**src/rtl/get_pixel.sv**
```systemverilog
// Custom-instruction pixel read: bounds-checks (x, y), issues one frame-buffer read,
// and returns the pixel (or the fallback colour) with a one-cycle done pulse.
module get_pixel #(
    parameter int H_RES   = 640,
    parameter int V_RES   = 480,
    parameter int ADDR_W  = 19,
    parameter int TIMEOUT = 1023
) (
    input  logic              clk,
    input  logic              reset,
    input  logic              clk_en,
    input  logic              start,
    input  logic [31:0]       dataa,
    input  logic [31:0]       datab,
    output logic              done,
    output logic [31:0]       result,
    output logic [ADDR_W-1:0] addr,
    output logic              rd,
    input  logic              busy,
    input  logic [31:0]       rdata,
    input  logic              rdvalid
);

    localparam int CNT_W = (TIMEOUT < 1) ? 1 : $clog2(TIMEOUT + 1);

    typedef enum logic [1:0] {
        StIdle,
        StReq,
        StWaitData,
        StFinish
    } state_t;

    state_t            r_state;
    logic [15:0]       r_x;
    logic [15:0]       r_y;
    logic [31:0]       r_fallback;
    logic [31:0]       r_pdata;
    logic              r_pend;
    logic [CNT_W-1:0]  r_cnt;

    logic signed [31:0] w_xs;
    logic signed [31:0] w_ys;
    logic               w_in_range;
    logic [31:0]        w_lin;

    assign w_xs       = 32'($signed(dataa[15:0]));
    assign w_ys       = 32'($signed(dataa[31:16]));
    assign w_in_range = (w_xs >= 0) && (w_xs < H_RES) && (w_ys >= 0) && (w_ys < V_RES);
    // Latched coordinates are known non-negative once a request reaches StReq.
    assign w_lin      = 32'(r_y) * 32'(H_RES) + 32'(r_x);

    always_ff @(posedge clk or posedge reset) begin
        if (reset) begin
            r_state    <= StIdle;
            r_x        <= '0;
            r_y        <= '0;
            r_fallback <= '0;
            r_pdata    <= '0;
            r_pend     <= 1'b0;
            r_cnt      <= '0;
            done       <= 1'b0;
            rd         <= 1'b0;
            addr       <= '0;
            result     <= '0;
        end else begin
            rd   <= 1'b0;
            done <= 1'b0;

            // Read returns arrive on the arbiter's schedule, not the CPU's clock enable.
            if (r_state == StWaitData && rdvalid && !clk_en) begin
                r_pend  <= 1'b1;
                r_pdata <= rdata;
            end

            if (clk_en) begin
                case (r_state)
                    StIdle: begin
                        if (start) begin
                            r_x        <= dataa[15:0];
                            r_y        <= dataa[31:16];
                            r_fallback <= datab;
                            if (w_in_range) begin
                                r_state <= StReq;
                            end else begin
                                result  <= datab;
                                r_state <= StFinish;
                            end
                        end
                    end
                    StReq: begin
                        if (!busy) begin
                            addr    <= w_lin[ADDR_W-1:0];
                            rd      <= 1'b1;
                            r_cnt   <= '0;
                            r_pend  <= 1'b0;
                            r_state <= StWaitData;
                        end
                    end
                    StWaitData: begin
                        if (rdvalid) begin
                            result  <= rdata;
                            r_pend  <= 1'b0;
                            r_state <= StFinish;
                        end else if (r_pend) begin
                            result  <= r_pdata;
                            r_pend  <= 1'b0;
                            r_state <= StFinish;
                        end else if (r_cnt == CNT_W'(TIMEOUT)) begin
                            result  <= r_fallback;
                            r_state <= StFinish;
                        end else begin
                            r_cnt <= r_cnt + 1'b1;
                        end
                    end
                    StFinish: begin
                        done    <= 1'b1;
                        r_state <= StIdle;
                    end
                    default: r_state <= StIdle;
                endcase
            end
        end
    end

endmodule

```
**config.mk**
```make
export PLATFORM = sky130hd
export DESIGN_NAME = get_pixel
export DESIGN_NICKNAME = d
export VERILOG_FILES = /design/src/rtl/get_pixel.sv
export SDC_FILE = /design/constraint.sdc
export NUM_CORES = 1
export LEC_CHECK = 0
export BUFFER_PORTS_ARGS = -buffer_cell sky130_fd_sc_hd__buf_2
export CORE_MARGIN = 2
export CORE_UTILIZATION = 40
export CTS_CLUSTER_SIZE = 8
export DETAILED_ROUTE_END_ITERATION = 8
export HOLD_SLACK_MARGIN = 0.15
export PLACE_DENSITY = 0.72
export SYNTH_ARGS = -nofsm -noshare
export SYNTH_HDL_FRONTEND = slang
export SYNTH_SLANG_ARGS = --single-unit
```
**constraint.sdc**
```tcl
create_clock -name clk -period 4.96 [get_ports clk]
set_input_delay 0.744 -clock clk [delete_from_list [all_inputs] [get_ports clk]]
set_output_delay 0.744 -clock clk [all_outputs]
set_load 0.005 [all_outputs]
```
# Word level (Yosys, flattened, before mapping)
# Index checks and enable logic that the tools add are counted.
[classes] n_lt_le_gt_ge=4 n_addsub=2 n_mux=29 n_eq_ne=11 bitwise=1 multipliers=1 n_reduce_logical=14
[op_table] op="two-way mux 32 bit" n=5
[op_table] op="case mux 32 bit (2 select lines)" n=1
[op_table] op="two-way mux 10 bit" n=4
[op_table] op=">= comparator 16 x 1 -> 1 bit, second input constant" n=2
[op_table] op="case mux 10 bit (2 select lines)" n=1
[op_table] op="adder 19 x 16 -> 19 bit" n=1
[op_table] op="< comparator 16 x 10 -> 1 bit, second input constant" n=1
[op_table] op="< comparator 16 x 11 -> 1 bit, second input constant" n=1
[op_table] op="multiplier 16 x 3 -> 12 bit, second input constant" n=1
[op_table] op="two-way mux 2 bit" n=6
[op_table] op="inequality test 2 bit, second input constant" n=6
[op_table] op="adder 10 x 1 -> 10 bit, second input constant" n=1
[op_table] op="== test 10 bit, second input constant" n=1
[op_table] op="two-way mux 1 bit" n=10
[op_table] op="case mux 2 bit (4 select lines)" n=1
[op_table] op="AND reduction 3 bit" n=2
[op_table] op="AND reduction 6 bit" n=1
[op_table] op="logical AND 1 bit" n=5
[op_table] op="AND reduction 5 bit" n=1
[op_table] op="== test 2 bit, second input constant" n=2
[op_table] op="inequality test 4 x 3 -> 1 bit, second input constant" n=1
[op_table] op="AND reduction 4 bit" n=1
[op_table] op="nonzero test 2 bit" n=2
[op_table] op="== test 2 x 1 -> 1 bit, second input constant" n=1
[op_table] op="4 further kinds" n=4
[totals] out_inout_bits=53 register_bits=162 wordCells=73

# Longest topological paths before layout
[depth] ltp_word=8 ltp_mapped=15 ltp_nobuf=15

# Worst setup path after synthesis
# No wires, ideal clock.
[synth_path] path_type="register -> register" startpoint="register r_y[1]" endpoint="register addr[18]" period_less_slack_ps=2888 path_slack_ps=2072 stages_incl_launch_ff=16 required_ps=4825 arrival_time_ps=2753 n_path_buf=0 setup_ps=135 path_cell_list="dfrtp_1 -> ha_1 -> ha_1 -> inv_1 -> fa_1 -> nor2b_1 -> o21a_1 -> nor2_1 -> xnor2_1 -> ha_1 -> nand2_1 -> o21ai_0 -> o21a_1 -> nor3b_1 -> xnor2_1 -> o21ai_0"
[synth_between] elab_chain_cells=2
[synth_lines] item="start: declaration" line_no="35" text="logic [15:0] r_y;"
[synth_lines] item="start signal: assignment" line_no="80" text="r_y <= dataa[31:16];"
[synth_lines] item="multiplier 16 x 3 -> 12 bit" line_no="50" text="assign w_lin = 32'(r_y) * 32'(H_RES) + 32'(r_x);"
[synth_lines] item="adder 19 x 16 -> 19 bit" line_no="50"
[synth_lines] item="end signal: assignment" line_no="92" text="addr <= w_lin[ADDR_W-1:0];"
[synth_lines] item="end: declaration" line_no="17" text="output logic [ADDR_W-1:0] addr,"
# Every way passes these cells.
# A chain may end at the register's enable or synchronous reset.

# Worst setup path after layout
# Same ends and word-level chain as after synthesis.

==> Flow_metrics.wiki <==
{| class="wikitable"
! Metric !! Value
|-
| Outcome || finished, final reports clean
|-
| Sequential fraction of the synthesis area || 0.4848
|-
| Warnings, synthesis || 0
|-
| Number of buffers on the longest clock path || 2
|-
| Detailed Route WL || roughly 18,000 µm
|-
| Final setup violating endpoints || 0
|-
| Largest net degree at the start of global routing || between 70 and 80
|-
| Setup Total Neg Slack || 0 ns
|-
| Mean Syn Cell Area || about 11 µm²
|-
| Worst slew margin relative to its limit || 0.3397
|-
| Placer Congestion || 0.7940
|-
| Class of the most critical setup path || reg2reg
|-
| Number of endpoints with negative hold slack in the final report || 0
|-
| Dominant cell type by area after synthesis || sky130_fd_sc_hd__dfrtp_1
|-
| Global-route wire length before repair || 29,210 µm
|-
| Placeable core region || roughly 0.020 mm²
|-
| Final period utilization || 0.6223
|-
| All-Layer GR Usage || 0.1702
|-
| Post-DP HPWL || ~12,000 µm
|-
| Crit path arrival time || 3.37 ns
|-
| H-tree depth reported by CTS || 4
|-
| P&R area growth vs syn || 19.94%
|-
| Count of cell types in the netlist || 50
|-
| Number of CTS-inserted buffers || 17
|-
| Clock slew at reported path FFs || 0.06 ns
|-
| Clock tree from TritonCTS || yes
|-
| Worst Setup Start Kind || flop
|-
| Final period demand of the worst path || between 3 and 4 ns
|-
| Area share of the leading cell type in the synthesized netlist || 0.4848
|-
| First-pass DRT Iterations || 6
|-
| Clock latency of the later-clocked register in the worst-skew pair || 0.42 ns
|-
| Hold Slack || 0.3839 ns
|-
| Asr flop ratio synth || 1.000
|-
| Layout cell share with drive strength beyond 1 || 0.3904
|-
| Pwr per Cell Area || between 700 and 800 mW/mm²
|-
| Die Y-Extent || roughly 150 µm
|-
| Post-detailed-route count of antenna-violating nets || 0
|-
| Max-cap check violation count || 0
|-
| CP required || 5.25 ns
|-
| DRC errors left || 0
|-
| #FFs+latches synth || ~160
|-
| Count of input and output buffers || between 150 and 200
|-
| Main flop type after synthesis || sky130_fd_sc_hd__dfrtp_1
|-
| Critical-path maximum fanout || 4
|-
| Static leakage || 4.481 nW
|-
| Via count of the first global-routing pass || about 5,800
|-
| Post-Route Skew || between 0.01 and 0.015 ns
|-
| Unrepaired setup endpoints after global routing || false
|-
| Std cell rows || 52
|-
| Hold WC Path Type || in2async
|-
| Actual slew at the worst max-slew pin || between 0.9 and 1 ns
|-
| Number of sinks handled by clock tree synthesis || roughly 160
|-
| Library cell used as clock root buffer || sky130_fd_sc_hd__clkbuf_16
|-
| Average routed wire per standard cell || about 16 µm
|-
| Via-to-Cell Ratio || between 5 and 6
|-
| Starting Density || 0.4057
|-
| Violation count after the first detailed-route iteration || between 200 and 300
|-
| Post-Synthesis Net Count || ~850
|-
| Ports placed on the boundary || 155
|-
| Number of cells upsized or downsized after cts || 0
|-
| Overall via count from detail_route || approximately 5,700
|-
| Net count of the finished layout || 996
|-
| Number of enable flip-flop cells after synthesis || 0
|-
| Cell area after synthesis || ~0.0082 mm²
|-
| Setup repair bufs after CTS || 0
|-
| Final count of pins violating max slew || 0
|-
| Hold bufs inserted after CTS || 0
|-
| Remaining global-route overflow || 0
|-
| Horizontal extent of the die || approximately 150 µm
|-
| Element type at the critical path end || flop
|-
| Top post-synthesis cells by area || sky130_fd_sc_hd__dfrtp_1 (48%), sky130_fd_sc_hd__mux2_2 (13%), sky130_fd_sc_hd__mux2i_1 (8.0%)
|-
| Highest Clock Rate || between 300 and 400 MHz
|-
| Number of antenna violations at the first check in global routing || 1
|-
| Syn Inst Count || 715
|-
| Die area || roughly 0.022 mm²
|-
| Worst-case vdd ir drop || 0.3576 mV
|}
==> where the power goes <==
group	switching [mW]	internal, mW
combinational	1.67	1.64
clock	0.521	0.887
sequential	0.349	1.90
total	2.54	4.43
==> through the flow <==
step / utilization / cell area, µm² / worst slack [ns] / power (mW) / std cells
3_5_place_dp: 0.4553 / 9154 / 1.859 / 5.597 / 1111
3_3_place_gp: 0.4553 / 9154 / 1.934 / 5.491 / 1111
6_report: 0.4866 / 9782 / 1.874 / 6.976 / 1142
5_1_grt: 0.4866 / 9782 / 1.551 / 7.547 / 1142
2_1_floorplan: - / 8159 / 2.072 / 4.818 / 715
4_1_cts: 0.4864 / 9779 / 1.860 / 7.040 / 1141
==> critical path, stage by stage (launching register included) <==
cell and delay [ns]:
sky130_fd_sc_hd__dfrtp_1 0.41, sky130_fd_sc_hd__ha_1 0.29, sky130_fd_sc_hd__ha_1 0.16, sky130_fd_sc_hd__inv_1 0.05, sky130_fd_sc_hd__fa_1 0.40, sky130_fd_sc_hd__nor2b_1 0.17
sky130_fd_sc_hd__o21a_1 0.13, sky130_fd_sc_hd__nor2_1 0.05, sky130_fd_sc_hd__xnor2_1 0.12, sky130_fd_sc_hd__ha_1 0.33, sky130_fd_sc_hd__nand2_1 0.07, sky130_fd_sc_hd__o21ai_0 0.15
sky130_fd_sc_hd__o21a_1 0.16, sky130_fd_sc_hd__nor3b_1 0.23, sky130_fd_sc_hd__xnor2_1 0.14, sky130_fd_sc_hd__o21ai_0 0.09
==> registers in the layout, indices dropped and copies added (netlist names) <==
signal,count
rd,1
result,32
r_state,2
r_x,16
r_fallback,32
r_y,12
r_cnt,10
addr,19
r_pend,1
done,1
r_pdata,32
==> layer usage <==
metal  vias up  part of all wire  GRT usage  wire [µm]
met3        14             0.044    0.03540        783
met2       109              0.48     0.2803       8516
met5         -                 0          0          0
met1      2796              0.47     0.2245       8292
li1       2796                 -          -          -
met4         0             0.013    0.05825        231
==> path summary, 6_finish.rpt <==
kind | slack, ns | endpoint | cells past startpoint | from
worst max-delay path | 1.87 | addr[18] | 15 | r_y[1]
worst min-delay path | 0.38 | done | 2 | reset
max in group asynchronous | 3.35 | r_pend | 3 | reset
worst max register to register | 1.87 | addr[18] | 15 | r_y[1]
worst min register to register | 0.47 | addr[2] | 2 | r_x[2]
min in group clk | 0.47 | addr[2] | 2 | r_x[2]
==> layout by cell type (no fill, tap or decap), types with 3 or more instances in the layout <==
cell type                    instances
sky130_fd_sc_hd__dfrtp_1           157
sky130_fd_sc_hd__buf_2             154
sky130_fd_sc_hd__mux2_2             92
sky130_fd_sc_hd__nand2_1            83
sky130_fd_sc_hd__mux2i_1            65
sky130_fd_sc_hd__o21ai_0            54
sky130_fd_sc_hd__nor2_1             31
sky130_fd_sc_hd__ha_1               31
sky130_fd_sc_hd__a21oi_2            28
sky130_fd_sc_hd__nor2_2             20
sky130_fd_sc_hd__clkbuf_16          17
sky130_fd_sc_hd__xnor2_1            13
sky130_fd_sc_hd__inv_1              12
sky130_fd_sc_hd__a21oi_1             9
sky130_fd_sc_hd__buf_4               7
sky130_fd_sc_hd__a21o_1              6
sky130_fd_sc_hd__o21a_1              6
sky130_fd_sc_hd__nor3_1              6
sky130_fd_sc_hd__nand3b_1            5
sky130_fd_sc_hd__a22o_1              5
sky130_fd_sc_hd__bufinv_16           5
sky130_fd_sc_hd__nand2b_1            4
sky130_fd_sc_hd__xor2_1              4
sky130_fd_sc_hd__a211oi_1            4
sky130_fd_sc_hd__nor2b_1             4
sky130_fd_sc_hd__nor4_1              3
sky130_fd_sc_hd__o31ai_1             3
sky130_fd_sc_hd__o31a_1              3
sky130_fd_sc_hd__nand3_1             3
sky130_fd_sc_hd__clkinvlp_4          3
==> synth_stat cells (all sizes together) (4+ instances only) <==
cell type,n
o21a,6
a21o,6
mux2,92
nand3,5
nand2b,4
xor2,4
nor2b,4
xnor2,13
o21ai,55
buf,20
nor2,51
mux2i,65
a22o,5
inv,13
clkbuf,16
a211oi,4
dfrtp,158
a21oi,37
nor3,7
ha,32
nand2,83
nand3b,5
==> layout make-up <==
| cell class | count | area [µm²] |
|---|---|---|
| diodes | 1 | 2.502 |
| clock buffers | 19 | 432.9 |
| clock inverters | 11 | 192.7 |
| fillers | 1827 | 10320 |
| inverters | 14 | 56.30 |
| multi-input cells | 507 | 3961 |
| flip-flops and latches | 158 | 3955 |
| well taps | 270 | 337.8 |
| repair buffers | 162 | 843.3 |
==> cell families (layout without fill, tap and decap cells) <==
family,count (synthesis),after routing,synth area share
compound gates,127,127,0.1040
xor+xnor,17,17,0.01826
fa+ha+maj,34,34,0.05400
buf+inv,50,206,0.03237
flops,158,158,0.4848
mux,157,157,0.2068
other cells,0,1,0
simple gates,172,172,0.09972
No activity file was read; power rests on OpenSTA's default activity.
